==> config.mk <==
export PLATFORM = sky130hd
export DESIGN_NAME = audio_sample_writer
export DESIGN_NICKNAME = d
export VERILOG_FILES = /design/src/rtl/audio_sample_writer_pkg.sv /design/src/rtl/audio_sample_writer_sample_fifo.sv /design/src/rtl/audio_sample_writer.sv
export SDC_FILE = /design/constraint.sdc
export NUM_CORES = 1
export LEC_CHECK = 0
export CORE_MARGIN = 2
export CORE_UTILIZATION = 50
export CTS_CLUSTER_SIZE = 10
export DETAILED_ROUTE_END_ITERATION = 16
export PLACE_DENSITY_LB_ADDON = 0.1
export SLEW_MARGIN = 5
export SYNTH_ARGS = -nofsm -noshare
export SYNTH_HDL_FRONTEND = slang
export SYNTH_SLANG_ARGS = --single-unit
==> constraint.sdc <==
create_clock -name clock -period 9.4 [get_ports clock]
set_clock_uncertainty 0.2 [all_clocks]
set_input_delay 1.88 -clock clock [delete_from_list [all_inputs] [get_ports clock]]
set_output_delay 1.88 -clock clock [all_outputs]
set_load 0.01 [all_outputs]
==> src/rtl/audio_sample_writer_pkg.sv <==
// Shared constants and types for the audio sample writer.
package audio_sample_writer_pkg;

  // Width of one codec sample word (both channels).
  localparam int SAMPLE_W = 32;

  // Clock cycles per output sample for a 50 MHz clock and a 48 kHz codec.
  localparam int DEFAULT_SAMPLE_DIV = 1042;

  // Codec write handshake states.
  typedef enum logic [1:0] {
    IDLE,
    WRITE,
    GAP
  } wr_state_t;

endpackage

==> src/rtl/audio_sample_writer_sample_fifo.sv <==
// Small synchronous FIFO buffering scaled samples ahead of the codec.
// A push into a full FIFO is accepted when a pop happens in the same cycle.
module audio_sample_writer_sample_fifo #(
  parameter int WIDTH = 32,
  parameter int DEPTH = 4
) (
  input  logic             clock,
  input  logic             reset,
  input  logic             push,
  input  logic [WIDTH-1:0] din,
  input  logic             pop,
  output logic [WIDTH-1:0] dout,
  output logic             full,
  output logic             empty
);

  localparam int AW = $clog2(DEPTH);

  logic [WIDTH-1:0] mem [DEPTH];
  logic [AW-1:0]    wr_ptr;
  logic [AW-1:0]    rd_ptr;
  logic [AW:0]      count;
  logic             do_push;
  logic             do_pop;

  assign do_pop  = pop && !empty;
  assign do_push = push && (!full || do_pop);
  assign full    = (count == (AW+1)'(DEPTH));
  assign empty   = (count == '0);
  assign dout    = mem[rd_ptr];

  // Pointer and occupancy bookkeeping; reset flushes all buffered samples.
  always_ff @(posedge clock) begin
    if (reset) begin
      wr_ptr <= '0;
      rd_ptr <= '0;
      count  <= '0;
    end else begin
      if (do_push) wr_ptr <= wr_ptr + 1'b1;
      if (do_pop)  rd_ptr <= rd_ptr + 1'b1;
      case ({do_push, do_pop})
        2'b10:   count <= count + 1'b1;
        2'b01:   count <= count - 1'b1;
        default: count <= count;
      endcase
    end
  end

  // Storage array; contents are don't-care until written.
  always_ff @(posedge clock) begin
    if (do_push) mem[wr_ptr] <= din;
  end

endmodule

==> src/rtl/audio_sample_writer.sv <==
// Decimates the voice mixer sum to the codec rate, scales and saturates it,
// buffers it and hands it to the codec through its write/allowed handshake.
module audio_sample_writer
  import audio_sample_writer_pkg::*;
#(
  parameter int SAMPLE_DIV = DEFAULT_SAMPLE_DIV,
  parameter int SHIFT      = 3,
  parameter int SAT_W      = 24,
  parameter int FIFO_DEPTH = 4,
  parameter int CNT_W      = 16
) (
  input  logic                       clock,
  input  logic                       reset,
  input  logic signed [SAMPLE_W-1:0] mix_in,
  input  logic                       mute,
  input  logic                       audio_out_allowed,
  output logic                       write_audio_out,
  output logic signed [SAMPLE_W-1:0] left_channel_audio_out,
  output logic signed [SAMPLE_W-1:0] right_channel_audio_out,
  output logic                       sample_tick,
  output logic [CNT_W-1:0]           dropped_count
);

  localparam int DIV_W = $clog2(SAMPLE_DIV);
  localparam logic [DIV_W-1:0] DIV_LAST = DIV_W'(SAMPLE_DIV - 1);
  localparam logic signed [SAMPLE_W-1:0] SAT_MAX = (32'sd1 <<< (SAT_W - 1)) - 32'sd1;
  localparam logic signed [SAMPLE_W-1:0] SAT_MIN = -(32'sd1 <<< (SAT_W - 1));

  // Headroom shift followed by a clamp to SAT_W signed bits, sign-extended.
  function automatic logic signed [SAMPLE_W-1:0] scale_sat(
    input logic signed [SAMPLE_W-1:0] x
  );
    logic signed [SAMPLE_W-1:0] s;
    s = x >>> SHIFT;
    if (s > SAT_MAX)      return SAT_MAX;
    else if (s < SAT_MIN) return SAT_MIN;
    else                  return s;
  endfunction

  logic [DIV_W-1:0]           div_cnt;
  logic                       vld_p0;
  logic signed [SAMPLE_W-1:0] sample_p0;
  logic [SAMPLE_W-1:0]        fifo_dout;
  logic                       fifo_full;
  logic                       fifo_empty;
  logic                       pop;
  logic                       drop;
  logic signed [SAMPLE_W-1:0] sample_p1;
  wr_state_t                  state;
  wr_state_t                  next_state;

  // Sample-rate divider: counts 0..SAMPLE_DIV-1 and wraps.
  always_ff @(posedge clock) begin
    if (reset || div_cnt == DIV_LAST) div_cnt <= '0;
    else                              div_cnt <= div_cnt + 1'b1;
  end

  assign sample_tick = (div_cnt == DIV_LAST);

  // ---- p0: capture at the sample instant ----
  assign vld_p0    = sample_tick;
  assign sample_p0 = mute ? '0 : scale_sat(mix_in);
  assign drop      = vld_p0 && fifo_full && !pop;

  audio_sample_writer_sample_fifo #(
    .WIDTH (SAMPLE_W),
    .DEPTH (FIFO_DEPTH)
  ) u_fifo (
    .clock (clock),
    .reset (reset),
    .push  (vld_p0),
    .din   (sample_p0),
    .pop   (pop),
    .dout  (fifo_dout),
    .full  (fifo_full),
    .empty (fifo_empty)
  );

  // Saturating count of samples lost because the buffer was full.
  always_ff @(posedge clock) begin
    if (reset)                             dropped_count <= '0;
    else if (drop && dropped_count != '1)  dropped_count <= dropped_count + 1'b1;
  end

  // Handshake state register.
  always_ff @(posedge clock) begin
    if (reset) state <= IDLE;
    else       state <= next_state;
  end

  // Next state and pop decision; a write always runs WRITE then GAP.
  always_comb begin
    next_state = state;
    pop        = 1'b0;
    case (state)
      IDLE: begin
        if (!fifo_empty && audio_out_allowed) begin
          pop        = 1'b1;
          next_state = WRITE;
        end
      end
      WRITE:   next_state = GAP;
      GAP:     next_state = IDLE;
      default: next_state = IDLE;
    endcase
  end

  // ---- p1: popped sample held on the codec outputs ----
  always_ff @(posedge clock) begin
    if (reset)    sample_p1 <= '0;
    else if (pop) sample_p1 <= fifo_dout;
  end

  assign write_audio_out         = (state == WRITE);
  assign left_channel_audio_out  = sample_p1;
  assign right_channel_audio_out = sample_p1;

endmodule

==> impl_metrics.toml, run 1 <==
[status]
status = "finished, final reports clean"

[route]
drt_wl_total_um = 14900
vias = 4668
wl_per_cell_um = 17.4
drc = 0
ant_nets = 0
avgViaCountPerCell = 5.45
drt_iter0_markers = 291
drt-pass1-iter-count = 5

[global_route]
grt_pass1_wl_um = 23900
gr-total-overflow = 0
antenna_found_initial = 0
first_global_vias = 4638
grtUsageTotal = 0.195
grt_max_degree = 57

[synth]
yosysWarnings = 0
synth_top_flop_cell = "edfxtp_1"
ys_seq_elements = 181
synth-async-reset-ratio = 0
synth.avg_cell_area_um2 = 13.0
yosys.cell_types.count = 44
syn-num-nets = 629
syn_inst = 583
synth_seq_area_share = 0.631
synthesis.area_mm2 = 0.00758
synth_edf_count = 116

[timing]
tightestPinTransition_ns = 1.15
hold_violations = 0
fmax_mhz = 210
finalSetupViolations = 0
period_needed_ns = 4.77
final.period_utilization = 0.507
slew_violations = 0
timing.hold.ws_ns = 0.269
worst_slew_margin_rel = 0.233
fin_ws_ns = 4.63
fin_setup_tns_ns = 0
rsz0062_at_grt = "false"

[clock_tree]
post-cts-setup-buffers = 0
numCtsBuffers = 17
clk_latency_ns = 0.42
postCtsResizedCells = 0
cts_buffer_depth = 2
cts_tree = "built"
hold_buffers = 0
cts_root_buffer = "clkbuf_16"
clk_pin_slew_ns = 0.06
h-tree-depth = 4
clkSinkCount = 181

[layout]
syn2layout_area_growth_pct = 21.5
final_nets = 702
mostFrequentLayoutCells = "edfxtp_1 (116), clkdlybuf4s50_1 (113), nand2_1 (66), dfxtp_1 (64), a21oi_1 (56)"
layout_commonest_cell = "edfxtp_1"
fillers = 1186
layout-drive-gt1-share = 0.111
antennaDiodeCount = 0
multiInputGateArea_mm2 = 0.00239
regArea_mm2 = 0.00479

[die]
pin_count = 118
fp-row-count = 45
core_mm2 = 0.0150
dieArea_mm2 = 0.0162
start_util = 0.504
die_x_um = 127
die_y_um = 127

[place]
io_buffers = 114
place_congestion = 0.816
dp_hpwl_um = 8980
place_ws_ns = 4.19

[critical_path]
crit_required_ns = 9.55
cp_data_arrival_time_ns = 4.91
start_kind = "primary input"
cp-end-kind = "register"
critPathMaxFanout = 32
worstSetupPathType = "primary input to register"

[pwr]
power.density_mw_per_mm2 = 175
power.leakage_nw = 2.79
power.total_mw = 1.61
ir_drop_v = 0.000137

[run]
max_cap_viol_count = 0

[hold_path]
hp-class = "register to register"
-- final timing paths --
kind | startpoint | to | slack [ns] | depth (start not counted)
setup / recovery | audio_out_allowed | u_fifo.count[2]$_SDFFE_PP0P_ | 4.63 | 10
hold reg to reg | left_channel_audio_out[2]$_SDFFE_PP0N_ | left_channel_audio_out[2]$_SDFFE_PP0N_ | 0.27 | 2
hold / removal | left_channel_audio_out[2]$_SDFFE_PP0N_ | left_channel_audio_out[2]$_SDFFE_PP0N_ | 0.27 | 2
setup reg to reg | state[1]$_SDFFE_PP0P_ | u_fifo.count[2]$_SDFFE_PP0P_ | 6.20 | 9
-- cell families after synthesis --
logic type,after synthesis,synth area share
adders and majority gates,10,0.0175
DFF,181,0.631
buffers and inverters,74,0.0548
muxes,33,0.0914
and+or+nand+nor,191,0.127
AOI/OAI and AO/OA,69,0.0492
xor gates and xnor gates,25,0.0289
-- report_power, final --
group / internal (mW) / total (mW) / switching [mW] / leakage [nW]
logic: 0.0195 / 0.0448 / 0.0254 / 1.05
clock network: 0.427 / 0.716 / 0.289 / 0.296
registers: 0.847 / 0.849 / 0.00148 / 1.45
-- sequential cells by signal, indices dropped and copies added (netlist names) --
signal	count
div_cnt	11
dropped_count	16
left_channel_audio_out	29
state	2
u_fifo.count	3
u_fifo.mem	116
u_fifo.rd_ptr	2
u_fifo.wr_ptr	2
-- per-stage QoR --
stage          cell area, µm²  instances  utilization
6_report                 9220        857        0.613
5_1_grt                  9220        857        0.613
4_1_cts                  9220        857        0.613
3_5_place_dp             8620        825        0.573
3_3_place_gp             8620        825        0.573
2_1_floorplan            7580        583            -
-- cells in the mapped netlist, types with 2 or more instances --
master	count	area (µm²)
a21oi_1	56	280
and3_1	7	43.8
and4_1	4	35.0
buf_1	2	7.51
buf_2	5	25.0
buf_4	35	263
clkbuf_1	22	82.6
dfxtp_1	65	1300
edfxtp_1	116	3480
ha_1	9	113
inv_1	9	33.8
mux2i_1	4	40.0
mux4_2	29	653
nand2_1	66	248
nand2b_1	24	150
nand3_1	15	75.1
nand4_1	7	43.8
nor2_1	38	143
nor2b_1	5	31.3
nor3_1	4	20.0
nor4_1	9	56.3
o21a_1	4	30.0
o21ai_0	2	10.0
or3_1	2	12.5
or4_1	2	15.0
xnor2_1	18	158
xor2_1	7	61.3
-- worst max-delay path, stage by stage --
cell and delay (ns):
clkdlybuf4s50_1 0.45, or3b_1 0.45, or2_1 0.29, inv_2 0.50, ha_1 0.29, inv_1 0.06
fa_1 0.37, xor2_1 0.17, or3_1 0.30, a21oi_1 0.13
-- area by class of cell --
| class | instances | share of cell area |
|---|---|---|
| Clock buffer | 21 | 0.0489 |
| Tap cell | 188 | 0.0255 |
| Timing Repair Buffer | 118 | 0.127 |
| Sequential cell | 181 | 0.519 |
| Multi-Input combinational cell | 328 | 0.259 |
| Inverter | 10 | 0.00407 |
| Clock inverter | 11 | 0.0162 |
-- routing by layer --
layer,GRT usage,share of wire,vias up,routed length (µm)
met5,0,0,-,0
met4,0.0530,0.0044,0,65
met3,0.0444,0.041,4,619
met2,0.340,0.51,117,7630
met1,0.247,0.44,2326,6600
li1,-,-,2221,-
Note: power is estimated with default switching activity, not from simulation.
==> run 2: changes to the inputs <==
Settings changed: CORE_UTILIZATION 50 to 49.
Clock period 9.4 ns to 4.2 ns, I/O delays scaled along.
==> run 2 against run 1 <==
  * Wire length increased by 0.57%
  * Count of clock-buffer cells in the layout is 5 higher
  * Design area hardly changed
  * Critical path depth did not move
  * Sequential share of layout area hardly changed
  * Sequential cell count is the same
  * Clock power up 110%
  * Via count increased by 0.26%
  * Cell count grew 0.70%
  * Die area rose by 2.0%
  * Combinational power grew 130%
==> impl_metrics.toml, run 2 (synthesis gave the netlist of run 1 again) <==
[global_route]
antenna_found_initial = 0
gr-total-overflow = 0
grtUsageTotal = 0.195
grt_max_degree = 37
grt_pass1_wl_um = 24200
first_global_vias = 4728

[layout]
syn2layout_area_growth_pct = 21.7
finish.utilization = 0.609
layout_commonest_cell = "edfxtp_1"
layout-drive-gt1-share = 0.117
mostFrequentLayoutCells = "edfxtp_1 (116), clkdlybuf4s50_1 (113), nand2_1 (66), dfxtp_1 (63), a21oi_1 (56)"
largest_reg_flops = 116
top_register = "u_fifo.mem"
antennaDiodeCount = 0
final_nets = 708

[clock_tree]
post-cts-setup-buffers = 0
clk_latency_ns = 0.42
clkSinkCount = 181
numCtsBuffers = 17
postCtsResizedCells = 0
cts_root_buffer = "clkbuf_16"
hold_buffers = 0
clk_pin_slew_ns = 0.06
cts_tree = "built"
cts_buffer_depth = 2
h-tree-depth = 4

[timing]
fmax_mhz = 314
tightestPinTransition_ns = 0.850
final.period_utilization = 0.757
fin_setup_tns_ns = 0
period_needed_ns = 3.18
finalSetupViolations = 0
hold_violations = 0
timing.hold.ws_ns = 0.268
worst_slew_margin_rel = 0.433
slew_violations = 0
rsz0062_at_grt = "false"

[pwr]
power.total_mw = 3.49
power.density_mw_per_mm2 = 379
ir_drop_v = 0.000287
power.leakage_nw = 2.80

[critical_path]
worstSetupPathType = "primary input to register"
critPathMaxFanout = 5
r2r_cells = 10
crit_required_ns = 4.34
max_stage_delay_ns = 0.45
cp_data_arrival_time_ns = 3.32
r2r_slack_ns = 1.54
start_kind = "primary input"
cp-end-kind = "register"
crit_chain = "clkdlybuf4s50_1 > or3b_1 > or2_1 > inv_2 > ha_1 > inv_1 > fa_1 > xor2_1 > or3_1 > a21oi_1"
r2r_start = "div_cnt[8]$_SDFF_PP0_"
r2r_end = "u_fifo.count[2]$_SDFFE_PP0P_"
slowest_stage = "clkdlybuf4s50_1"

[route]
avgViaCountPerCell = 5.42
vias = 4680
drt-pass1-iter-count = 4
drt_iter0_markers = 321
wl_per_cell_um = 17.4
ant_nets = 0
drt_wl_total_um = 15000
drc = 0

[run]
max_cap_viol_count = 0

[die]
die_y_um = 128
dieArea_mm2 = 0.0165
die_x_um = 128
pin_count = 118
core_mm2 = 0.0151
start_util = 0.501
fp-row-count = 45

[place]
place_congestion = 0.827
dp_hpwl_um = 9280
io_buffers = 114

[hold_path]
holdPathStages = 2
hp-class = "register to register"
hp-start = "left_channel_audio_out[0]$_SDFFE_PP0N_"
hold_end = "left_channel_audio_out[0]$_SDFFE_PP0N_"

[status]
status = "finished, final reports clean"
-- run 2: through the flow --
| stage | area [µm²] | setup slack [ns] | instances |
|---|---|---|---|
| after CTS | 9220 | 0.997 | 863 |
| after global placement | 8660 | 0.684 | 831 |
| after detailed placement | 8660 | 0.599 | 831 |
| after global routing | 9220 | 0.881 | 863 |
| final | 9220 | 1.02 | 863 |
| after floorplan | 7580 | 0.921 | 583 |
-- run 2: worst max-delay path: cells and delay by family --
kind / cells / cell delay, ns
AOI/OAI and AO/OA: 1 / 0.15
and+or+nand+nor: 3 / 1.04
adders and majority gates: 2 / 0.55
xor gates and xnor gates: 1 / 0.16
buffers and inverters: 3 / 0.57
-- run 2: worst max-delay path by stage --
stage                     startpoint                           end  slack [ns]  cells past startpoint
3_3_place_gp       audio_out_allowed  u_fifo.count[2]$_SDFFE_PP0P_        0.68                     10
5_1_grt        div_cnt[8]$_SDFF_PP0_                   sample_tick        0.88                      4
3_5_place_dp       audio_out_allowed  u_fifo.count[2]$_SDFFE_PP0P_        0.60                     10
6_report           audio_out_allowed  u_fifo.count[2]$_SDFFE_PP0P_        1.02                     10
4_1_cts        div_cnt[8]$_SDFF_PP0_                   sample_tick         1.0                      4
2_1_floorplan      audio_out_allowed  u_fifo.count[2]$_SDFFE_PP0P_        0.92                     11
-- run 2: routing by layer --
layer | global-route usage | share of wire
met1 | 0.246 | 0.43
met2 | 0.332 | 0.51
met3 | 0.0407 | 0.048
met4 | 0.0795 | 0.015
met5 | 0 | 0
-- run 2: where the power goes --
part	switching (mW)	total, mW	internal [mW]
clock	0.631	1.49	0.861
combinational	0.0569	0.102	0.0447
sequential	0.00308	1.90	1.90
-- run 2: cell type report --
type                    count  area [µm²]
clock buffers              26         522
clock inverters             6        40.0
fillers                  1172        5920
inverters                  10        37.5
multi-input cells         328        2390
flip-flops and latches    181        4790
well taps                 188         235
repair buffers            124        1210
==> run 3: changes to the inputs <==
Clock period 4.2 ns to 2.8 ns, I/O delays scaled along.
==> run 3 against run 2 <==
  * Sequential share of layout area is 1.5 points lower
  * Wire length is 0.59% higher
  * Critical endpoint is now sample_tick
  * Cell count is 2.3% higher
  * Combinational power is 54% higher
  * Sequential power is 50% higher
  * Highest routed layer unchanged
==> impl_metrics.toml, run 3 (synthesis gave the netlist of run 1 again) <==
[status]
status = "finished, final reports clean"

[die]
dieArea_mm2 = 0.0165
core_mm2 = 0.0151
fp-row-count = 45
die_y_um = 128
start_util = 0.501
die_x_um = 128
pin_count = 118

[route]
drt_wl_total_um = 15100
vias = 4756
drt-pass1-iter-count = 4
wl_per_cell_um = 17.1
drc = 0
ant_nets = 0
drt_iter0_markers = 292
avgViaCountPerCell = 5.39

[critical_path]
cp-end-kind = "output port"
worstSetupPathType = "register to output port"
start_kind = "register"
cp_data_arrival_time_ns = 1.92
crit_chain = "inv_1 > ha_1 > and2_1 > nand4_1 > inv_2 > clkdlybuf4s50_1"
crit_required_ns = 2.04
crit_buf_inv = 3
cp_top_family = "buffers and inverters"
slowest_stage = "clkdlybuf4s50_1"
critPathMaxFanout = 4
max_stage_delay_ns = 0.53

[layout]
antennaDiodeCount = 0
layout-drive-gt1-share = 0.151
final_nets = 728
multiInputGateArea_mm2 = 0.00242
finish.utilization = 0.627
largest_reg_flops = 116
regArea_mm2 = 0.00479
layout_commonest_cell = "edfxtp_1"
syn2layout_area_growth_pct = 25.3
top_register = "u_fifo.mem"
fillers = 1166
mostFrequentLayoutCells = "edfxtp_1 (116), clkdlybuf4s50_1 (113), nand2_1 (66), dfxtp_1 (63), a21oi_1 (56)"

[timing]
finalSetupViolations = 0
final.period_utilization = 0.959
tightestPinTransition_ns = 0.549
fmax_mhz = 373
period_needed_ns = 2.68
slew_violations = 0
fin_ws_ns = 0.116
worst_slew_margin_rel = 0.631
rsz0062_at_grt = "false"
hold_violations = 0

[run]
max_cap_viol_count = 0

[pwr]
intPower_mw = 4.29
p_seq_frac = 0.536
combinationalPowerShare = 0.029
p_switching_mw = 1.03
power.density_mw_per_mm2 = 560
pwr-share-clk = 0.435
ir_drop_v = 0.000374
power.leakage_nw = 2.94
netSwitchingFraction = 0.194

[place]
place_congestion = 0.816
place_ws_ns = -0.278
dp_hpwl_um = 9920
io_buffers = 114

[clock_tree]
clkSinkCount = 181
numCtsBuffers = 17
clk_pin_slew_ns = 0.06
hold_buffers = 0
cts_buffer_depth = 2
cts_root_buffer = "clkbuf_16"
cts_tree = "built"
h-tree-depth = 4
clk_latency_ns = 0.41

[global_route]
grtUsageTotal = 0.192
antenna_found_initial = 0
gr-total-overflow = 0
grt_max_degree = 35
first_global_vias = 4757
grt_pass1_wl_um = 24300

[hold_path]
hp-class = "register to register"
## run 3: final timing paths
kind,startpoint,to,slack (ns),cells after the start
min,div_cnt[0]$_SDFF_PP0_,div_cnt[0]$_SDFF_PP0_,0.27,1
max,div_cnt[1]$_SDFF_PP0_,sample_tick,0.12,6
min reg2reg,div_cnt[0]$_SDFF_PP0_,div_cnt[0]$_SDFF_PP0_,0.27,1
max reg2reg,div_cnt[1]$_SDFF_PP0_,u_fifo.count[2]$_SDFFE_PP0P_,0.18,13
## run 3: power groups by stage
stage          Clock (mW)  Combinational, mW  Sequential [mW]
2_1_floorplan           0             0.0750             2.91
3_3_place_gp            0              0.151             2.91
3_5_place_dp            0              0.157             2.91
4_1_cts              2.35              0.158             2.85
5_1_grt              2.46              0.175             2.85
6_report             2.31              0.157             2.85
## run 3: layout make-up
class                   count  area share
repair buffers            144       0.151
clock inverters             6     0.00685
multi-input cells         328       0.255
flip-flops and latches    181       0.504
clock buffers              26      0.0547
well taps                 188      0.0248
inverters                  10     0.00395
## run 3: per-layer routing
layer	wire length, µm	GRT usage	share of wire	vias to the layer above
met1	6590	0.244	0.44	2345
li1	-	-	-	2281
met3	524	0.0374	0.035	19
met4	231	0.0698	0.015	0
met5	0	0	0	-
met2	7740	0.329	0.51	111
## run 3: worst reg2reg max path: cells and delay by family (launching register included)
family / cells / cell delay (ns)
and+or+nand+nor: 3 / 0.66
adders and majority gates: 3 / 0.63
DFF: 1 / 0.37
buffers and inverters: 4 / 0.36
AOI/OAI and AO/OA: 2 / 0.18
xor gates and xnor gates: 1 / 0.15
## run 3: stage by stage
step                hold WS, ns  setup TNS (ns)  instance area, µm²  power, mW  instances
floorplan                 0.245               0                7610       2.98        583
global placement          0.257          -0.320                8890       3.06        849
detailed placement        0.266          -0.430                8890       3.06        849
CTS                       0.274               0                9490       5.36        882
global route              0.281               0                9500       5.48        883
finish                    0.269               0                9500       5.32        883
## run 3: timing repair
item,in CTS,in global routing
setup buffers,1,1
pin swaps,1,1
gates resized for setup,2,1
setup endpoints to repair,1,1
